## config.mk

```make
export PLATFORM = sky130hd
export DESIGN_NAME = div_mul_issue
export DESIGN_NICKNAME = d
export VERILOG_FILES = /design/src/rtl/div_mul_issue.sv
export SDC_FILE = /design/constraint.sdc
export NUM_CORES = 1
export LEC_CHECK = 0
export ABC_AREA = 1
export BUFFER_PORTS_ARGS = -buffer_cell sky130_fd_sc_hd__buf_2
export CAP_MARGIN = 40
export CORE_MARGIN = 3
export CORE_UTILIZATION = 41
export DETAILED_ROUTE_END_ITERATION = 16
export PLACE_DENSITY = 0.75
export SETUP_SLACK_MARGIN = 0.4
export SYNTH_ARGS = -nofsm -noshare
export SYNTH_HDL_FRONTEND = slang
export SYNTH_SLANG_ARGS = --single-unit
```

## constraint.sdc

```tcl
create_clock -name clk -period 1.3 [get_ports clk]
set_clock_uncertainty 0.1 [all_clocks]
set_input_delay 0.26 -clock clk [delete_from_list [all_inputs] [get_ports clk]]
set_output_delay 0.26 -clock clk [all_outputs]
set_load 0.05 [all_outputs]
```

## src/rtl/div_mul_issue.sv

```systemverilog
// -----------------------------------------------------------------------------
// div_mul_issue
// EX-stage initiator for the shared multicycle divide/multiply unit. Decodes
// DIV/DIVU/MULT/MULTU, latches operands, runs the start/annul handshake on the
// unit, stalls the pipeline until the unit is ready and produces a one-cycle
// HI/LO write strobe with the split 64-bit result.
//
// Optional feature: define DM_WATCHDOG_EN to add a BUSY watchdog. After TIMEOUT
// cycles in BUSY the operation is cancelled like a flush and busy_err_o is set.
// -----------------------------------------------------------------------------
module div_mul_issue #(
    parameter int unsigned TIMEOUT = 40
) (
    input  logic        clk,
    input  logic        rst,
    input  logic        ex_valid_i,
    input  logic [2:0]  ex_op_i,
    input  logic [31:0] ex_src1_i,
    input  logic [31:0] ex_src2_i,
    input  logic        flush_i,
    input  logic [63:0] dm_result_i,
    input  logic        dm_ready_i,
    output logic        dm_start_o,
    output logic        dm_annul_o,
    output logic        dm_signed_o,
    output logic [1:0]  dm_choose_o,
    output logic [31:0] dm_op1_o,
    output logic [31:0] dm_op2_o,
    output logic        stallreq_o,
    output logic        hilo_we_o,
    output logic [31:0] hi_o,
`ifdef DM_WATCHDOG_EN
    output logic        busy_err_o,
`endif
    output logic [31:0] lo_o
);

    typedef enum logic [1:0] {
        IDLE = 2'b00,
        BUSY = 2'b01,
        COOL = 2'b10
    } state_e;

    localparam logic [2:0] OP_DIV   = 3'b001;
    localparam logic [2:0] OP_DIVU  = 3'b010;
    localparam logic [2:0] OP_MULT  = 3'b011;
    localparam logic [2:0] OP_MULTU = 3'b100;

    state_e      state_r;
    logic        start_r;
    logic        annul_r;
    logic        signed_r;
    logic [1:0]  choose_r;
    logic [31:0] op1_r;
    logic [31:0] op2_r;
    logic        we_r;
    logic [31:0] hi_r;
    logic [31:0] lo_r;

    logic        is_muldiv_s;
    logic        is_div_s;
    logic        issue_ok_s;
    logic        wd_fire_s;
    logic        kill_s;
    logic        stall_s;

`ifdef DM_WATCHDOG_EN
    localparam int CW = $clog2(TIMEOUT + 1);
    logic [CW-1:0] cnt_r;
    logic          err_r;

    // Watchdog fires during the TIMEOUT-th BUSY cycle
    always_comb begin
        if ((state_r == BUSY) && (cnt_r == CW'(TIMEOUT - 1))) begin
            wd_fire_s = 1'b1;
        end else begin
            wd_fire_s = 1'b0;
        end
    end

    // BUSY cycle counter and sticky watchdog error
    always_ff @(posedge clk or negedge rst) begin
        if (!rst) begin
            cnt_r <= {CW{1'b0}};
            err_r <= 1'b0;
        end else begin
            if (state_r == BUSY) begin
                cnt_r <= cnt_r + CW'(1);
            end else begin
                cnt_r <= {CW{1'b0}};
            end
            if (wd_fire_s && !flush_i) begin
                err_r <= 1'b1;
            end else begin
                err_r <= err_r;
            end
        end
    end

    assign busy_err_o = err_r;
`else
    assign wd_fire_s = 1'b0;
`endif

    // Decode and combinational stall request
    always_comb begin
        is_muldiv_s = 1'b0;
        is_div_s    = 1'b0;
        stall_s     = 1'b0;
        case (ex_op_i)
            OP_DIV, OP_DIVU: begin
                is_muldiv_s = 1'b1;
                is_div_s    = 1'b1;
            end
            OP_MULT, OP_MULTU: begin
                is_muldiv_s = 1'b1;
                is_div_s    = 1'b0;
            end
            default: begin
                is_muldiv_s = 1'b0;
                is_div_s    = 1'b0;
            end
        endcase
        issue_ok_s = ex_valid_i & is_muldiv_s & ~flush_i;
        kill_s     = flush_i | wd_fire_s;
        case (state_r)
            IDLE:    stall_s = issue_ok_s;
            COOL:    stall_s = issue_ok_s;
            BUSY:    stall_s = ~kill_s & ~dm_ready_i;
            default: stall_s = 1'b0;
        endcase
    end

    // Issue FSM with registered handshake and HI/LO outputs
    always_ff @(posedge clk or negedge rst) begin
        if (!rst) begin
            state_r  <= IDLE;
            start_r  <= 1'b0;
            annul_r  <= 1'b0;
            signed_r <= 1'b0;
            choose_r <= 2'b00;
            op1_r    <= 32'd0;
            op2_r    <= 32'd0;
            we_r     <= 1'b0;
            hi_r     <= 32'd0;
            lo_r     <= 32'd0;
        end else begin
            case (state_r)
                IDLE: begin
                    annul_r <= 1'b0;
                    we_r    <= 1'b0;
                    if (issue_ok_s) begin
                        op1_r    <= ex_src1_i;
                        op2_r    <= ex_src2_i;
                        signed_r <= (ex_op_i == OP_DIV) || (ex_op_i == OP_MULT);
                        choose_r <= is_div_s ? 2'b01 : 2'b11;
                        start_r  <= 1'b1;
                        state_r  <= BUSY;
                    end else begin
                        start_r  <= 1'b0;
                    end
                end
                BUSY: begin
                    if (kill_s) begin
                        annul_r <= 1'b1;
                        start_r <= 1'b0;
                        we_r    <= 1'b0;
                        state_r <= COOL;
                    end else if (dm_ready_i) begin
                        hi_r    <= dm_result_i[63:32];
                        lo_r    <= dm_result_i[31:0];
                        we_r    <= 1'b1;
                        start_r <= 1'b0;
                        state_r <= COOL;
                    end else begin
                        start_r <= 1'b1;
                    end
                end
                COOL: begin
                    start_r <= 1'b0;
                    annul_r <= 1'b0;
                    we_r    <= 1'b0;
                    state_r <= IDLE;
                end
                default: begin
                    start_r <= 1'b0;
                    annul_r <= 1'b0;
                    we_r    <= 1'b0;
                    state_r <= IDLE;
                end
            endcase
        end
    end

    assign dm_start_o  = start_r;
    assign dm_annul_o  = annul_r;
    assign dm_signed_o = signed_r;
    assign dm_choose_o = choose_r;
    assign dm_op1_o    = op1_r;
    assign dm_op2_o    = op2_r;
    assign stallreq_o  = stall_s;
    assign hilo_we_o   = we_r;
    assign hi_o        = hi_r;
    assign lo_o        = lo_r;

endmodule

```

# Yosys cells after proc, flatten, opt, wreduce, memory -nomap -nowiden
# Cells that the tools add are included.
totals:
  regBits: 136
  input_bits: 136
  elab_cells: 49
  out_inout_bits: 135
op_classes:
  n_mux: 17
  n_eq_ne: 9
  n_reduce_logical: 8
  bitwise: 5
ops:
  columns: ["cell", "n"]
  rows:
  - ["2-to-1 mux 1 bit", 10]
  - ["2-to-1 mux 2 bit", 4]
  - ["== test 3 x 2 -> 1 bit, second input constant", 2]
  - ["inequality test 2 bit, second input constant", 2]
  - ["case mux 1 bit (2 select lines)", 2]
  - ["case mux 2 bit (2 select lines)", 1]
  - ["AND reduction 2 bit", 2]
  - ["OR reduction 2 bit", 2]
  - ["OR reduction 4 bit", 1]
  - ["bitwise AND 1 bit", 3]
  - ["== test 3 x 1 -> 1 bit, second input constant", 1]
  - ["== test 3 bit, second input constant", 1]
  - ["inequality test 3 bit, second input constant", 1]
  - ["AND reduction 3 bit", 1]
  - ["== test 2 x 1 -> 1 bit, second input constant", 1]
  - ["== test 2 bit, second input constant", 1]
  - ["logical NOT 2 bit", 1]
  - ["inverter 1 bit", 2]
  - ["logical OR 1 bit", 1]

# Logic depth before layout (Yosys ltp)
logic_depth:
  word_depth: 7
  mapped_depth: 9
  ltp_nobuf: 7

# Worst setup path before layout
# OpenSTA, ideal clock, no wires.
synth_path:
  path_type: "input-to-output"
  from: "input ex_op_i[1]"
  to: "output stallreq_o"
  path_stages: 8
  t_required_ps: 940
  slack_ps: -251
  t_arrival_ps: 1191
  path_buffers: 2
  cell_sequence: "inv_2 -> nand2_1 -> nand2_1 -> nand2_2 -> buf_4 -> buf_4 -> nand3_1 -> nand2_1"
synth_between:
  elab_chain_cells: 6
  word_cells_on_any_way: 9
  cone_classes: "eq/ne: 4; mux: 2; bitwise: 2; reduce/logical: 1"
synth_lines:
  columns: ["item", "line", "text"]
  rows:
  - ["start: declaration", "17", "input logic [2:0] ex_op_i,"]
  - ["== test 3 x 1 -> 1 bit (tied with other cells)", "110", "case (ex_op_i)"]
  - ["OR reduction 4 bit (no source line) *", null, null]
  - ["2-to-1 mux 1 bit *", "110", null]
  - ["bitwise AND 1 bit * (2 in series)", "124", "issue_ok_s = ex_valid_i & is_muldiv_s & ~flush_i;"]
  - ["case mux 1 bit (2 select lines) *", "126", "case (state_r)"]
  - ["end: declaration", "29", "output logic stallreq_o,"]
# Every way passes the cells marked *; elsewhere a longest branch is shown, timed or not.

# Worst setup path in the final report
layout_path:
  from: "register state_r[1]"
  to: "register op1_r[29] (netlist: dm_op1_o[29])"
layout_between:
  elab_chain_cells: 2
layout_lines:
  columns: ["item", "line", "text"]
  rows:
  - ["start: declaration", "49", "state_e state_r;"]
  - ["start signal: assignment", "137", "state_r <= IDLE;"]
  - ["start signal: assignment", "158", "state_r <= BUSY;"]
  - ["start signal: assignment", "168", "state_r <= COOL;"]
  - ["logical NOT 2 bit", "148", "case (state_r)"]
  - ["AND reduction 2 bit (no source line)", null, null]
  - ["end signal: assignment", "153", "op1_r <= ex_src1_i;"]
  - ["end: declaration", "54", "logic [31:0] op1_r;"]
# Every way passes these cells.
# A chain may end at the register's enable or synchronous reset.

==> flow_metrics.tcl <==
set metrics [dict create \
    status "complete, but fails checks" \
    violations "negative hold slack, negative setup slack" \
    cp_cell_sequence "buf_4, buf_6, nor2_4, buf_12, nand3_4, buf_6, buf_12, nand2_1, nand2_1" \
    rr_worst_depth 9 \
    seq_area_um2 3571 \
    clk_pin_slew_worst_paths_ps 60 \
    worstPathRequired_ps 1470 \
    cts_root_buffer "clkbuf_16" \
    yosys.area.top_type "dfrtp_1" \
    ios 271 \
    fin_ws_ps -502.4 \
    crit_path_max_incr_delay_ps 410 \
    setup_viol 270 \
    clock-sinks 136 \
    rsz0062_at_grt "true" \
    track_usage_pct 32.47 \
    timing.setup.tns_ps -58700 \
    dp_slack_ps -196.5 \
    dp_hpwl_mm 11.38 \
    grt_pass1_vias 7024 \
    min_period_ps 1802 \
    syn_avg_cell_area_um2 9.164 \
    hold_path.class "input port to asynchronous set/reset pin" \
    synth.top_cells.by_area "dfrtp_1, nand2_1, nand4_1" \
    syn_inst 601 \
    clk_path_buf_depth 2 \
    core_um2 12880 \
    syn_to_final_growth_pct 108.8 \
    multi_input_area_um2 1904 \
    mostFrequentLayoutCell "nand2_1" \
    synth_nets 737 \
    via_per_inst 5.617 \
    cellLeakagePower_nw 5.869 \
    crit_path_start_kind "flop" \
    clock_latency_ps 400 \
    drt_wl_total_mm 29.42 \
    die_w_um 121.9 \
    grt_pass1_wl_mm 36.83 \
    htreeDepth 4 \
    synth_area_um2 5508 \
    arrival_ps 1970 \
    critical_path.max_fanout 8 \
    grt_antenna_before_repair 2 \
    dieArea_um2 14860 \
    hold_buffers 109 \
    rows 41 \
    io_buffers 270 \
    nets 1217 \
    fill_cells 458 \
    layout-drive-gt1-share_pct 58.04 \
    dr_total_vias 7117 \
    synth_top_area_share_pct 61.79 \
    end_kind "flop" \
    slowest_stage "dfrtp_1" \
    ys_warn_count 0 \
    most-common-layout-cells "nand2_1, dfrtp_2, buf_2, buf_6, dlygate4sd3_1" \
    fmax_ghz 0.5548 \
    p_per_area_nw_per_um2 1939 \
    synth-seq-cells 136 \
    first_pass_iters 5 \
    ant_nets 0 \
    wl_per_cell_um 23.22 \
    start_util_pct 42.78 \
    grt_max_degree 59 \
    gr-total-overflow 0 \
    fp.dieH_um 121.9 \
    cap_violations 0 \
    synthDistinctLibCells 18 \
    slew_headroom_pct 74.26 \
    cts_made_buffers 17 \
    crit_type "flop to flop" \
    hold_ws_ps -360.4 \
    yosysSeqAreaShare_pct 61.79 \
    period_share_pct 138.6 \
    gp_congestion 0.7911 \
    maxSlewViolCount 0 \
    cts_tree "done" \
    drt_first_iter_violations 882 \
    drc_errors 0 \
    tightest_slew_ps 386.0 \
    ir_drop_mv 1.656 \
    final-hold-violation-count 136 \
]
-- sequential cells by signal (all words and copies together) (netlist names) --
register     count
dm_annul_o       1
dm_choose_o      2
dm_op1_o        32
dm_op2_o        32
dm_signed_o      1
dm_start_o       1
hi_o            32
hilo_we_o        1
lo_o            32
state_r          2
-- worst max-delay path: cells and delay by family (launching register included) --
family	cells	cell delay [ps]
buffers and inverters	5	700
AND/OR/NAND/NOR	4	460
flip-flops	1	410
-- path summary, 6_finish.rpt --
check                               endpoint          start  slack (ps)
worst max-delay path            dm_op1_o[29]     state_r[1]        -500
worst min-delay path            dm_op2_o[31]            rst        -360
worst max register to register  dm_op1_o[29]     state_r[1]        -500
worst min register to register  dm_op2_o[28]   dm_op2_o[28]         390
max in group asynchronous       dm_op2_o[25]            rst         950
min in group clk                dm_op1_o[21]  ex_src1_i[21]          20
-- area by class of cell --
cell class,count,share of cell area (%)
Tap cell,172,1.871
Multi-Input combinational cell,350,16.56
Antenna cell,1,0.02176
Inverter,74,2.579
Clock inverter,8,0.8269
Timing Repair Buffer,502,42.90
Sequential cell,136,31.05
Clock buffer,24,4.189
-- synthesized netlist by cell type --
cell type	instances
buf_4	7
o21ai_0	3
nand4_1	66
buf_6	3
nor2_2	2
buf_1	2
nor2_1	4
nand3_2	2
inv_1	70
nand2_1	205
clkbuf_1	4
inv_2	4
nand3_1	4
dfrtp_1	136
nand2_2	1
buf_2	26
nor2_4	1
o21ai_1	61
-- power breakdown --
group / switching (mW) / internal (mW)
registers: 1.12 / 5.60
clock network: 1.87 / 2.97
logic: 6.62 / 4.12
-- per-layer routing --
metal | global-route usage, % | wire length (um)
met1 | 34.63 | 9548
met2 | 56.42 | 14280
met3 | 10.45 | 3666
met4 | 18.70 | 1900
met5 | 0 | 27
-- per-stage QoR --
step | power (mW) | cells | hold slack (ps) | utilization (%) | instance area (um2)
after floorplan | 11.51 | 601 | -135.6 | - | 5847
after global placement | 13.33 | 1035 | 81.11 | 58.42 | 7522
after detailed placement | 13.47 | 1035 | 85.12 | 58.42 | 7522
after CTS | 20.53 | 1208 | -361.7 | 83.15 | 10710
after global routing | 22.91 | 1266 | -353.3 | 89.29 | 11500
final | 22.30 | 1267 | -360.4 | 89.31 | 11500
-- timing repair --
action | in CTS | in global routing
endpoints found under the hold margin | 245 | 125
setup endpoints to repair | 271 | 271
pin swaps | 4 | 3
resized for setup | 304 | 92
cloned | 13 | 4
setup buffers | 19 | 54
-- cells by family (layout without fill, tap and decap cells) --
family                 count (synthesis)  in the layout  synth area share [%]
flip-flops                           136            136                 61.79
AO/OA/AOI/OAI                         64             64                 5.815
buffers and inverters                116            608                 9.382
AND/OR/NAND/NOR                      285            286                 23.01
other                                  0              1                     0
No activity file was read; power rests on OpenSTA's default activity.
